$ cat config.mk
export PLATFORM = sky130hd
export DESIGN_NAME = clk_div_multi
export DESIGN_NICKNAME = d
export VERILOG_FILES = /design/src/rtl/clk_div_pkg.sv /design/src/rtl/clk_div_chan.sv /design/src/rtl/clk_div_multi.sv
export SDC_FILE = /design/constraint.sdc
export NUM_CORES = 1
export LEC_CHECK = 0
export CAP_MARGIN = 20
export CORE_MARGIN = 2
export CORE_UTILIZATION = 50
export DETAILED_ROUTE_END_ITERATION = 6
export DONT_BUFFER_PORTS = 1
export PLACE_DENSITY = 0.79
export SLEW_MARGIN = 20
export SYNTH_ARGS = -nofsm -noshare
export SYNTH_HDL_FRONTEND = slang
export SYNTH_SLANG_ARGS = --single-unit
$ cat constraint.sdc
create_clock -name clk -period 6.2 [get_ports clk]
set_input_delay 1.24 -clock clk [delete_from_list [all_inputs] [get_ports clk]]
set_output_delay 1.24 -clock clk [all_outputs]
set_load 0.02 [all_outputs]
$ cat src/rtl/clk_div_pkg.sv
// Shared constants and helpers for the multi-channel clock divider.
package clk_div_pkg;

    localparam int unsigned DIV_DEFAULT = 5;
    localparam int unsigned SEL_W       = 4;

    // ceil(n/2): number of high cycles in one output period
    function automatic int unsigned high_len(input int unsigned n);
        return n - (n >> 1);
    endfunction

endpackage

$ cat src/rtl/clk_div_chan.sv
// One divider channel: period counter, active/pending divisor and registered outputs.
module clk_div_chan
    import clk_div_pkg::*;
#(
    parameter int unsigned W           = 16,
    parameter int unsigned DEFAULT_DIV = DIV_DEFAULT
) (
    input  logic         clk,
    input  logic         rst,
    input  logic         en,
    input  logic         wr,
    input  logic [W-1:0] div_in,
    output logic         clk_out,
    output logic         tick,
    output logic         pend
);

    localparam logic [W-1:0] DefDiv = W'(DEFAULT_DIV);

    logic [W-1:0] cnt_q, cnt_d;
    logic [W-1:0] n_q, n_d;
    logic [W-1:0] p_q, p_d;
    logic         pend_q, pend_d;
    logic         en_q;
    logic         clk_out_q, clk_out_d;
    logic         tick_q, tick_d;

    logic start, short_div, at_end, boundary, apply;

    always_comb begin
        start     = en && !en_q;
        short_div = n_q < W'(2);
        at_end    = cnt_q == n_q - W'(1);
        // Any edge that begins a fresh period may swap in the pending divisor
        boundary  = !en || short_div || start || at_end;
        apply     = pend_q && boundary;

        n_d    = apply ? p_q : n_q;
        cnt_d  = boundary ? '0 : cnt_q + W'(1);
        p_d    = wr ? div_in : p_q;
        pend_d = wr ? 1'b1 : (apply ? 1'b0 : pend_q);

        clk_out_d = en && (n_d >= W'(2)) && (cnt_d < W'(high_len(32'(n_d))));
        tick_d    = en && (n_d != '0) && (cnt_d == '0);
    end

    always_ff @(posedge clk or negedge rst) begin
        if (!rst) begin
            cnt_q     <= '0;
            n_q       <= DefDiv;
            p_q       <= DefDiv;
            pend_q    <= 1'b0;
            en_q      <= 1'b0;
            clk_out_q <= 1'b0;
            tick_q    <= 1'b0;
        end else begin
            cnt_q     <= cnt_d;
            n_q       <= n_d;
            p_q       <= p_d;
            pend_q    <= pend_d;
            en_q      <= en;
            clk_out_q <= clk_out_d;
            tick_q    <= tick_d;
        end
    end

    assign clk_out = clk_out_q;
    assign tick    = tick_q;
    assign pend    = pend_q;

endmodule

$ cat src/rtl/clk_div_multi.sv
// Multi-channel programmable clock divider sharing a single divisor write port.
module clk_div_multi
    import clk_div_pkg::*;
#(
    parameter int unsigned CH          = 4,
    parameter int unsigned W           = 16,
    parameter int unsigned DEFAULT_DIV = DIV_DEFAULT
) (
    input  logic             clk,
    input  logic             rst,
    input  logic [CH-1:0]    en,
    input  logic             div_wr,
    input  logic [SEL_W-1:0] div_sel,
    input  logic [W-1:0]     div_in,
    output logic [CH-1:0]    clk_out,
    output logic [CH-1:0]    tick,
    output logic [CH-1:0]    pend
);

    for (genvar i = 0; i < CH; i++) begin : g_chan
        logic wr;
        // Selects at or above CH match no channel and are dropped
        assign wr = div_wr && (div_sel == SEL_W'(i));

        clk_div_chan #(
            .W           (W),
            .DEFAULT_DIV (DEFAULT_DIV)
        ) u_chan (
            .clk     (clk),
            .rst     (rst),
            .en      (en[i]),
            .wr      (wr),
            .div_in  (div_in),
            .clk_out (clk_out[i]),
            .tick    (tick[i]),
            .pend    (pend[i])
        );
    end

endmodule

* Word-level counts from Yosys, hierarchy flattened
Cells that the tools add are included.
** Storage, ports and cells
- Register bits after elaboration :: 208
- Input port bits :: 27
- Output and inout port bits :: 12
- Logic and storage cells :: 136
** Cells by class
- Add/subtract/negate cells :: 12
- Magnitude comparators :: 12
- Equality and inequality tests :: 7
- Mux-type cells :: 16
- Reductions and logical operators :: 61
** Operator list (number)
- $mux W16 :: 8
- $add A16 B1 Y16 const B :: 4
- $eq A16 B16 Y1 :: 4
- $ge A16 B2 Y1 const B :: 4
- $logic_not A16 Y1 :: 4
- $lt A16 B16 Y1 :: 4
- $lt A16 B2 Y1 const B :: 4
- $reduce_bool A16 Y1 :: 4
- $sub A16 B1 Y16 const B :: 4
- $sub A16 B15 Y16 :: 4
- $logic_and A1 B1 Y1 :: 28
- $logic_or A1 B1 Y1 :: 12
- $eq A4 B2 Y1 const B :: 2
- $logic_not A1 Y1 :: 8
- $mux W1 :: 8
- $reduce_bool A2 Y1 :: 4
- $eq A4 B1 Y1 const B :: 1
- $logic_not A4 Y1 :: 1

* Depth between registers and ports, before layout
Gate-level depths: netlist of run 1.
- Word-level depth :: 9
- Gate-level depth with buffers :: 35
- Depth with buffers taken out :: 34

* Modules after synthesis
From an unflattened synthesis of run 1, not the netlist that was laid out.
** Second synthesis, totals
- Cells, all modules :: 1982
- Area, all modules :: 17674.5 um^2
** Modules (own cells, without submodules)
- clk_div_chan (g_chan[0].u_chan ...) :: times used 2, cells each 493, area an instance 4421.7 um^2, sequential area each 1306.3 um^2
- clk_div_chan (g_chan[1].u_chan) :: times used 1, cells each 519, area an instance 4501.8 um^2, sequential area each 1306.3 um^2
- clk_div_chan (g_chan[3].u_chan) :: times used 1, cells each 472, area an instance 4264.1 um^2, sequential area each 1306.3 um^2
- clk_div_multi :: times used 1, cells each 5, area an instance 65.1 um^2, sequential area each 0.0 um^2

* Worst setup path after synthesis of run 1
OpenSTA, ideal clock, no wires.
- Path type :: flip-flop to flip-flop
- Start :: register g_chan[1].u_chan.n_q[1]
- End :: register g_chan[1].u_chan.clk_out_q
- Setup time :: 0.065 ns
- Arrival time :: 6.592 ns
- Data required time :: 6.135 ns
- Setup slack :: -0.457 ns
- Cell stages (with the launch flop) :: 34
- Buffers on the path :: 2
- Period minus slack after synthesis :: 6.657 ns
- Cells stage by stage :: dfrtp_1 > inv_1 > ha_1 > inv_1 > or4_1 > a2111o_1 > and3_1 > nor4_1 > a21o_1 > clkbuf_1 > buf_1 > mux2i_1 > ha_1 > nand2b_1 > a21oi_1 > o21a_1 > o21a_1 > o311ai_0 > o211ai_1 > mux2i_1 > nor2_1 > a21oi_1 > xor2_1 > ha_1 > a21o_1 > a21oi_1 > nor2b_1 > o21ai_0 > nand2b_1 > a21oi_1 > nor2b_1 > o21ai_0 > and4b_1 > o211a_1
** Between the ends
- Longest elaborated chain between the ends :: 9
** Ends and longest elaborated chain
- start, declared :: line clk_div_chan.sv:21 : logic [W-1:0] n_q, n_d;
- start signal, assigned :: line clk_div_chan.sv:50 : n_q <= DefDiv;
- start signal, assigned :: line clk_div_chan.sv:58 : n_q <= n_d;
- branches (longest 8 deep; another with $sub A16 B1 Y16)
- $logic_and A1 B1 Y1 * :: line clk_div_chan.sv:43 : clk_out_d = en && (n_d >= W'(2)) && (cnt_d < W'(high_len(32'(n_d))));
- net g_chan[1].u_chan.clk_out_d :: line clk_div_chan.sv:25 : logic clk_out_q, clk_out_d;
- end signal, assigned :: line clk_div_chan.sv:62 : clk_out_q <= clk_out_d;
- end, declared :: line clk_div_chan.sv:25
Mark *: on every way through the listed nets, which the timed path passes.
A chain may end at the register's enable or synchronous reset.

* Worst setup path in the final report of run 1
Ends and elaborated chain as after synthesis.

==> results of run 1 <==
power by group through the flow:
stage               sequential [W]  clock [W]  combinational [W]
floorplan                  0.00184          0            0.00367
global placement           0.00191          0            0.00487
detailed placement         0.00192          0            0.00505
CTS                        0.00191    0.00155            0.00532
global route               0.00196    0.00161            0.00664
finish                     0.00194    0.00154            0.00610
state kept, by name, summed over array words and instances, names as in the netlist:
name                   count
g_chan.u_chan.n_q         64
g_chan.u_chan.tick         4
g_chan.u_chan.clk_out      4
g_chan.u_chan.p_q         64
g_chan.u_chan.cnt_q       64
g_chan.u_chan.pend         4
g_chan.u_chan.en_q         4
critical path: cells and delay by family, from the launching register on:
family,cells,cell delay (ps)
mux,3,620
simple gates,7,1310
xor+xnor,1,100
fa+ha+maj,2,540
compound gates,11,2380
buf+inv,6,910
flops,1,410
worst max path at each step:
stage | to | slack [ps] | depth (start not counted)
4_1_cts | g_chan[1].u_chan.clk_out | -40 | 32
6_report | g_chan[1].u_chan.clk_out | -200 | 30
3_5_place_dp | g_chan[1].u_chan.clk_out | -360 | 30
2_1_floorplan | g_chan[1].u_chan.clk_out | 30 | 33
5_1_grt | g_chan[1].u_chan.clk_out | -490 | 32
3_3_place_gp | g_chan[1].u_chan.clk_out | -200 | 32
layout make-up:
type | count | area (um2) | share of cell area
multi-input cells | 1376 | 11200 | 0.570
flip-flops and latches | 208 | 5230 | 0.267
repair buffers | 162 | 1260 | 0.0643
clock buffers | 29 | 629 | 0.0321
well taps | 442 | 553 | 0.0282
inverters | 140 | 526 | 0.0268
clock inverters | 15 | 224 | 0.0114
cell families (layout without fill, tap and decap cells):
family                     count (synthesis)  in the layout  share of synthesized area
adders and majority gates                179            179                      0.138
AOI/OAI and AO/OA                        317            317                      0.130
buffers and inverters                    208            346                     0.0513
muxes                                    133            133                     0.0874
and+or+nand+nor                          559            559                      0.175
xor gates and xnor gates                 188            188                      0.100
DFF                                      208            208                      0.318
Yosys cell counts, types with 12 or more instances:
master	number	share of area
xor2_1	71	0.038
dfstp_2	16	0.026
ha_1	173	0.13
nand4_1	23	0.0088
clkbuf_1	43	0.0098
o21bai_1	12	0.0055
a21o_1	20	0.0091
or4_1	14	0.0064
mux2_2	84	0.058
o21a_1	14	0.0064
a31oi_1	20	0.0076
nand2b_1	25	0.0095
o211ai_1	15	0.0069
dfrtp_1	192	0.29
nor4_1	24	0.0091
nand3_1	57	0.017
inv_1	139	0.032
o21ai_0	80	0.024
nor3_1	39	0.012
a21oi_1	63	0.019
buf_4	12	0.0055
xnor2_1	117	0.062
nor2_1	155	0.035
and3_1	31	0.012
nand2_1	95	0.022
nor2b_1	27	0.010
mux2i_1	49	0.030
repair_timing:
item | 4_1_cts | 5_1_grt
gates resized for setup | 54 | 132
buffers inserted | 16 | 30
pin swaps | 35 | 93
cloned | 0 | 1
setup endpoints to repair | 4 | 4
metal layers:
| metal | vias up | track usage | wire length [um] |
|---|---|---|---|
| met3 | 139 | 0.0317 | 2540 |
| li1 | 6579 | - | - |
| met4 | 0 | 0.0813 | 1620 |
| met1 | 6975 | 0.324 | 19100 |
| met2 | 493 | 0.436 | 22400 |
| met5 | - | 0 | 0 |
through the flow:
stage / TNS, ps / hold slack, ps
global route: -1280 / 374
global placement: -359 / 488
finish: -412 / 423
CTS: -41.8 / 377
detailed placement: -849 / 492
floorplan: 0 / 474
==> run_results.csv, run 1 <==
group,metric,value,unit
outcome,status,"finished, violations left",
outcome,violations,"setup timing",
power_and_ir_drop,power_frac_clock,0.161,
sta,period_share,1.03,
floorplanning,die-area,34300,um2
route,drc,0,
synthesis,syn_area,16400,um2
floorplanning,dieWidth,185,um
sta,skew,33.6,ps
synthesis,yosysWarnings,0,
sta,final_max_slew_viol_count,0,
route,antenna_left,0,
place,hpwl,32000,um
route,avgRoutedWirePerCell,19.2,um
layout,final_common_cell,"dfrtp_1",
worst_setup_path,path_class,"reg -> reg",
synthesis,synth_edf_count,0,
sta,max_freq,156,MHz
place,portBuffers,0,
clock_network,clkLatencyLatePin,560,ps
layout,layout_common_cells,"dfrtp_1, ha_1, nor2_1",
global_route,grt_remaining_overflow,0,
route,drt_iter0_markers,1224,
sta,layout_setup_ws,-199,ps
sta,maxSlewHeadroom,0.477,
power_and_ir_drop,p_int,0.00536,W
clock_network,path_clk_slew,70,ps
power_and_ir_drop,powerDensity,489,nW/um2
route,firstDrtPassIters,6,
global_route,grt_util_all_layers,0.251,
place,dp_slack,-355,ps
worst_setup_path,rr_worst_depth,30,
sta,setup_viol,3,
global_route,antenna_found_initial,0,
worst_setup_path,start_kind,"register",
worst_setup_path,max_stage_delay,450,ps
clock_network,cts.sinks,208,
worst_setup_path,critPathMostFrequentCell,"buf_4",
synthesis,ys_ff_latch,208,
synthesis,avgSynthCellArea,9.17,um2
worst_setup_path,arrival,6840,ps
global_route,grt_pass1_wl,69800,um
clock_network,cts.path.max_buffers,3,
synthesis,syn_nets,1996,
layout,final_core_util,0.603,
synthesis,synth_ff_type,"dfrtp_1",
clock_network,clockRootBuffer,"clkbuf_16",
route,vias,14186,
place,placed_area,17600,um2
synthesis,yosysUniqueCellTypes,80,
worst_setup_path,startpoint,"g_chan[1].u_chan.n_q[1]",
power_and_ir_drop,sequentialPowerShare,0.202,
power_and_ir_drop,combPwrFrac,0.637,
worst_setup_path,reg2reg_from,"g_chan[1].u_chan.n_q[1]",
layout,area_growth,19.2,%
min_path,worstHoldPathType,"in -> async",
synthesis,async_flop_share,1.00,
floorplanning,placementRows,66,
layout,nets,2116,
clock_network,cts_hold_buf,0,
floorplanning,io_pins,39,
floorplanning,die_h,185,um
route,wirelength,45700,um
worst_setup_path,cp.required,6640,ps
power_and_ir_drop,max-vdd-ir-drop,296,uV
sta,rsz0062_at_grt,"yes",
floorplanning,core_area,32500,um2
worst_setup_path,timing.rr.end,"g_chan[1].u_chan.clk_out",
layout,n_antenna_cell,0,
worst_setup_path,cpMaxStageDelayCell,"a2111oi_0",
power_and_ir_drop,power,0.00958,W
global_route,grt_max_degree,209,
worst_setup_path,end_kind,"register",
power_and_ir_drop,p_sw,0.00422,W
global_route,grt_pass1_vias,13755,
power_and_ir_drop,switching_share,0.441,
place,gp_congestion,0.950,
worst_setup_path,reg2reg_setup_slack,-200,ps
route,via_per_inst,5.98,
power_and_ir_drop,total_leakage_power,8.98,nW
clock_network,numCtsBuffers,24,
floorplanning,start_util,0.506,
sta,fin_crit,6400,ps
synthesis,postSynthCellCount,1792,
worst_setup_path,path_max_fanout,4,
flow_run,drv_cap,0,
sta,tightestPinTransition,783,ps
sta,hold_viol_final,0,
place,placed_cells,2281,
layout,drive_above_1_share,0.237,
layout,finalNonFillerCells,2372,
clock_network,cts_tree,"yes",
clock_network,htree_num_levels,1,
layout,nFillCells,2490,
synthesis,seq_area_frac_synth,0.318,
layout,finalInstanceArea,19600,um2
Power figures use the tool's default switching activity.
==> inputs of run 2 (changes only) <==
- PLACE_DENSITY: 0.79 -> 0.76
- clock period: 6.2 -> 7.1 ns (I/O delays scaled with it)
==> run 2 against run 1 <==
  * The flow now finishes without violations
  * Largest power group unchanged
  * Clock-buffer cell count increased by 4
  * Largest cell class unchanged
  * Critical path type unchanged
  * Via count decreased by 7.1%
  * Design area decreased by 8.9%
  * First-iteration DRC count decreased by 2.1%
  * Core utilization decreased by 5.4 points
  * Sequential share of layout area increased by 2.6 points
  * Clock skew decreased by 13 ps
  * Wire length decreased by 10%
==> run_results.csv, run 2 (synthesized netlist as in run 1, its figures left out) <==
group,metric,value,unit
place,gp_congestion,0.911,
layout,nets,1985,
sta,layout_setup_ws,391,ps
worst_setup_path,cp.required,7530,ps
power_and_ir_drop,total_leakage_power,8.18,nW
route,antenna_left,0,
clock_network,cts_hold_buf,0,
worst_setup_path,critPathMostFrequentCell,"ha_1",
clock_network,clkLatencyLatePin,550,ps
worst_setup_path,path_max_fanout,8,
global_route,grt_max_degree,209,
power_and_ir_drop,powerDensity,406,nW/um2
global_route,grt_pass1_vias,12678,
route,via_per_inst,5.88,
floorplanning,die-area,34300,um2
floorplanning,placementRows,66,
layout,largestRegisters,"g_chan.u_chan.cnt_q: 64 flops, g_chan.u_chan.n_q: 64 flops, g_chan.u_chan.p_q: 64 flops",
sta,skew,20.4,ps
worst_setup_path,end_kind,"register",
sta,setup_viol,0,
route,avgRoutedWirePerCell,18.3,um
layout,drive_above_1_share,0.118,
place,portBuffers,0,
outcome,status,"finished clean",
sta,tightestPinTransition,829,ps
sta,final_max_slew_viol_count,0,
place,hpwl,31000,um
worst_setup_path,arrival,7140,ps
clock_network,numCtsBuffers,25,
worst_setup_path,start_kind,"register",
route,firstDrtPassIters,5,
place,placed_cells,2188,
clock_network,cts.path.max_buffers,3,
clock_network,cts_tree,"yes",
sta,hold_viol_final,0,
floorplanning,die_h,185,um
clock_network,path_clk_slew,60,ps
sta,fin_setup_tns,0,ps
route,routed-wl-met2,19400,um
clock_network,cts.sinks,208,
floorplanning,dieWidth,185,um
floorplanning,core_area,32500,um2
worst_setup_path,cpMaxStageDelayCell,"or4b_4",
layout,final_common_cell,"dfrtp_1",
route,vias,13179,
sta,rsz0062_at_grt,"yes",
min_path,worstHoldPathType,"reg -> reg",
sta,period_share,0.945,
floorplanning,io_pins,39,
power_and_ir_drop,max-vdd-ir-drop,256,uV
route,wl_met3,2090,um
global_route,grt_remaining_overflow,0,
place,dp_slack,45.8,ps
sta,max_freq,149,MHz
global_route,grt_util_all_layers,0.239,
flow_run,drv_cap,0,
sta,maxSlewHeadroom,0.447,
layout,layout_common_cells,"dfrtp_1, ha_1, nor2_1",
route,drt_iter0_markers,1198,
worst_setup_path,path_class,"reg -> reg",
layout,n_antenna_cell,0,
worst_setup_path,max_stage_delay,550,ps
clock_network,clockRootBuffer,"clkbuf_16",
sta,fin_crit,6710,ps
layout,area_growth,8.64,%
route,drc,0,
route,wirelength,41000,um
global_route,grt_pass1_wl,65600,um
clock_network,htree_num_levels,1,
route,wirelength_met1,18500,um
route,highest_layer,"met5",
sta,fin_hold_ws,503,ps
layout,finalNonFillerCells,2242,
global_route,antenna_found_initial,2,
floorplanning,start_util,0.506,
==> run 2: repair_timing <==
item                       in CTS  in global routing
gates resized for setup         1                 20
pin swaps                       0                  2
setup endpoints to repair       1                  4
setup buffers                   0                  7
==> run 2: final cells by class <==
cell class,instances,area (um2)
clock buffers,33,676
clock inverters,13,199
flip-flops and latches,208,5230
repair buffers,30,229
fillers,2813,14600
multi-input cells,1376,10400
inverters,140,526
well taps,442,553
==> run 2: worst paths after layout <==
check,start,endpoint,slack (ps),cells past startpoint
hold / removal,g_chan[0].u_chan.p_q[11],g_chan[0].u_chan.p_q[11],500,1
hold reg to reg,g_chan[0].u_chan.p_q[11],g_chan[0].u_chan.p_q[11],500,1
max in group asynchronous,rst,g_chan[0].u_chan.cnt_q[10],5840,0
min in group asynchronous,rst,g_chan[3].u_chan.cnt_q[2],590,0
setup reg to reg,g_chan[0].u_chan.n_q[1],g_chan[0].u_chan.clk_out,390,29
setup / recovery,g_chan[0].u_chan.n_q[1],g_chan[0].u_chan.clk_out,390,29
==> run 2: per-stage QoR <==
step                cell area, um2  power [W]   util
floorplan                    16400    0.00480      -
global route                 17800    0.00782  0.550
CTS                          17700    0.00716  0.546
finish                       17800    0.00725  0.550
detailed placement           16800    0.00576  0.519
global placement             16800    0.00565  0.519
==> run 2: critical path, delay by kind of cell (launching register included) <==
kind | cells | cell delay, ps
AOI/OAI and AO/OA | 16 | 3110
and+or+nand+nor | 6 | 1450
adders and majority gates | 3 | 750
DFF | 1 | 430
muxes | 1 | 420
xor gates and xnor gates | 1 | 220
buffers and inverters | 2 | 190
==> run 2: power by group <==
part	switching (W)	internal (W)
registers	0.000335	0.00143
clock network	0.000545	0.000824
logic	0.00230	0.00181
==> run 2: layer usage <==
metal  vias to the layer above  global-route usage
li1                       6308                   -
met1                      6412               0.326
met2                       376               0.399
met3                        81              0.0299
met4                         2              0.0644
met5                         -                   0
==> inputs of run 3 (changes only) <==
- CORE_UTILIZATION: 50 -> 32
- PLACE_DENSITY: 0.76 -> 0.57
==> run 3 against run 2 <==
  * Non-clock buffer count is 6 lower
  * Clock-buffer cell count decreased by 1
  * Sequential share of layout area decreased by 0.59 points
  * Critical endpoint is now g_chan[1].u_chan.clk_out
  * Largest cell class unchanged
  * Largest power group unchanged
==> run_results.csv, run 3 (synthesized netlist as in run 1, its figures left out) <==
group,metric,value,unit
clock_network,path_clk_slew,60,ps
floorplanning,start_util,0.322,
layout,layout_common_cells,"dfrtp_1, ha_1, nor2_1",
clock_network,cts.sinks,208,
worst_setup_path,critPathMostFrequentCell,"a21oi_1",
global_route,grt_util_all_layers,0.165,
route,drt_iter0_markers,738,
global_route,grt_pass1_wl,71100,um
floorplanning,io_pins,39,
worst_setup_path,path_max_fanout,7,
worst_setup_path,arrival,7210,ps
power_and_ir_drop,total_leakage_power,8.21,nW
power_and_ir_drop,power,0.00735,W
worst_setup_path,start_kind,"register",
route,via_per_inst,5.17,
floorplanning,core_area,51000,um2
layout,n_antenna_cell,0,
route,firstDrtPassIters,5,
worst_setup_path,cpMaxStageDelayCell,"or4_1",
layout,largestRegisters,"g_chan.u_chan.cnt_q: 64 flops, g_chan.u_chan.n_q: 64 flops, g_chan.u_chan.p_q: 64 flops",
layout,finalNonFillerCells,2476,
sta,skew,22.1,ps
route,antenna_left,0,
place,portBuffers,0,
sta,tightestPinTransition,819,ps
clock_network,htree_num_levels,1,
sta,layout_setup_ws,384,ps
sta,period_share,0.946,
clock_network,cts_hold_buf,0,
worst_setup_path,cp.required,7600,ps
clock_network,numCtsBuffers,26,
worst_setup_path,path_class,"reg -> reg",
layout,finalInstanceArea,18200,um2
place,hpwl,33600,um
sta,max_freq,149,MHz
route,drc,0,
floorplanning,die_h,231,um
power_and_ir_drop,powerDensity,404,nW/um2
global_route,grt_max_degree,209,
route,vias,12813,
sta,hold_viol_final,0,
global_route,grt_pass1_vias,12839,
place,dp_slack,47.2,ps
place,placed_cells,2423,
route,avgRoutedWirePerCell,17.6,um
sta,final_max_slew_viol_count,0,
sta,maxSlewHeadroom,0.453,
floorplanning,dieWidth,231,um
min_path,worstHoldPathType,"reg -> reg",
floorplanning,placementRows,83,
min_path,min_path_cells,1,
power_and_ir_drop,max-vdd-ir-drop,175,uV
place,gp_congestion,0.890,
outcome,status,"finished clean",
sta,setup_viol,0,
place,placed_area,17100,um2
global_route,antenna_found_initial,0,
clock_network,clockRootBuffer,"clkbuf_16",
layout,drive_above_1_share,0.122,
clock_network,cts_tree,"yes",
sta,fin_setup_tns,0,ps
layout,nets,1980,
clock_network,cts.path.max_buffers,3,
worst_setup_path,rr_worst_depth,31,
layout,area_growth,10.9,%
route,wirelength,43700,um
worst_setup_path,end_kind,"register",
global_route,grt_remaining_overflow,0,
flow_run,drv_cap,0,
clock_network,clkLatencyLatePin,570,ps
worst_setup_path,max_stage_delay,520,ps
layout,final_common_cell,"dfrtp_1",
sta,fin_crit,6720,ps
floorplanning,die-area,53200,um2
==> run 3: cell count changes in the layout (fill, tap and decap cells not counted), sizes merged <==
cell,change
clkinv,+6
clkbuf,-1
inv,-2
bufinv,+1
buf,-6
clkinvlp,-2
==> run 3: critical path, delay by kind of cell, from the launching register on <==
family / cells / cell delay [ps]
flip-flops: 1 / 480
buffers and inverters: 2 / 150
XOR/XNOR: 1 / 190
AND/OR/NAND/NOR: 9 / 1650
multiplexers: 2 / 630
AO/OA/AOI/OAI: 14 / 2740
adder cells (fa/ha/maj): 3 / 830
==> run 3: area by class of cell <==
| class | instances | area (um2) |
|---|---|---|
| Timing Repair Buffer | 24 | 184 |
| Sequential cell | 208 | 5230 |
| Tap cell | 680 | 851 |
| Clock inverter | 16 | 230 |
| Fill cell | 5093 | 32800 |
| Clock buffer | 32 | 713 |
| Multi-Input combinational cell | 1376 | 10500 |
| Inverter | 140 | 526 |
==> run 3: what timing repair did <==
action	CTS	global route
gates resized for setup	1	27
pin swaps	0	3
setup endpoints to repair	1	4
setup buffers	0	5
==> run 3: metrics by stage <==
stage	utilization	hold WS [ps]
after detailed placement	0.336	495
after CTS	0.354	509
after floorplan	-	474
final	0.357	507
after global routing	0.357	516
after global placement	0.335	491
==> run 3: path summary, 6_finish.rpt <==
check,from,endpoint,slack [ps]
setup / recovery,g_chan[1].u_chan.n_q[1],g_chan[1].u_chan.clk_out,380
hold reg to reg,g_chan[0].u_chan.p_q[10],g_chan[0].u_chan.p_q[10],510
min in group asynchronous,rst,g_chan[3].u_chan.cnt_q[2],580
max in group asynchronous,rst,g_chan[0].u_chan.cnt_q[8],6010
setup reg to reg,g_chan[1].u_chan.n_q[1],g_chan[1].u_chan.clk_out,380
hold / removal,g_chan[0].u_chan.p_q[10],g_chan[0].u_chan.p_q[10],510
==> run 3: per-layer routing <==
layer  global-route usage  share of wire  up-vias
met5                    0              0        -
met4               0.0308          0.019        0
met3               0.0243          0.035       45
met2                0.276           0.47      204
met1                0.227           0.48     6257
li1                     -              -     6307
==> run 3: where the power goes <==
group	leakage [nW]	internal (W)	switching, W	total (W)
logic	5.08	0.00182	0.00229	0.00411
registers	2.67	0.00143	0.000340	0.00177
clock network	0.465	0.000898	0.000571	0.00147
total	8.21	0.00415	0.00321	0.00735
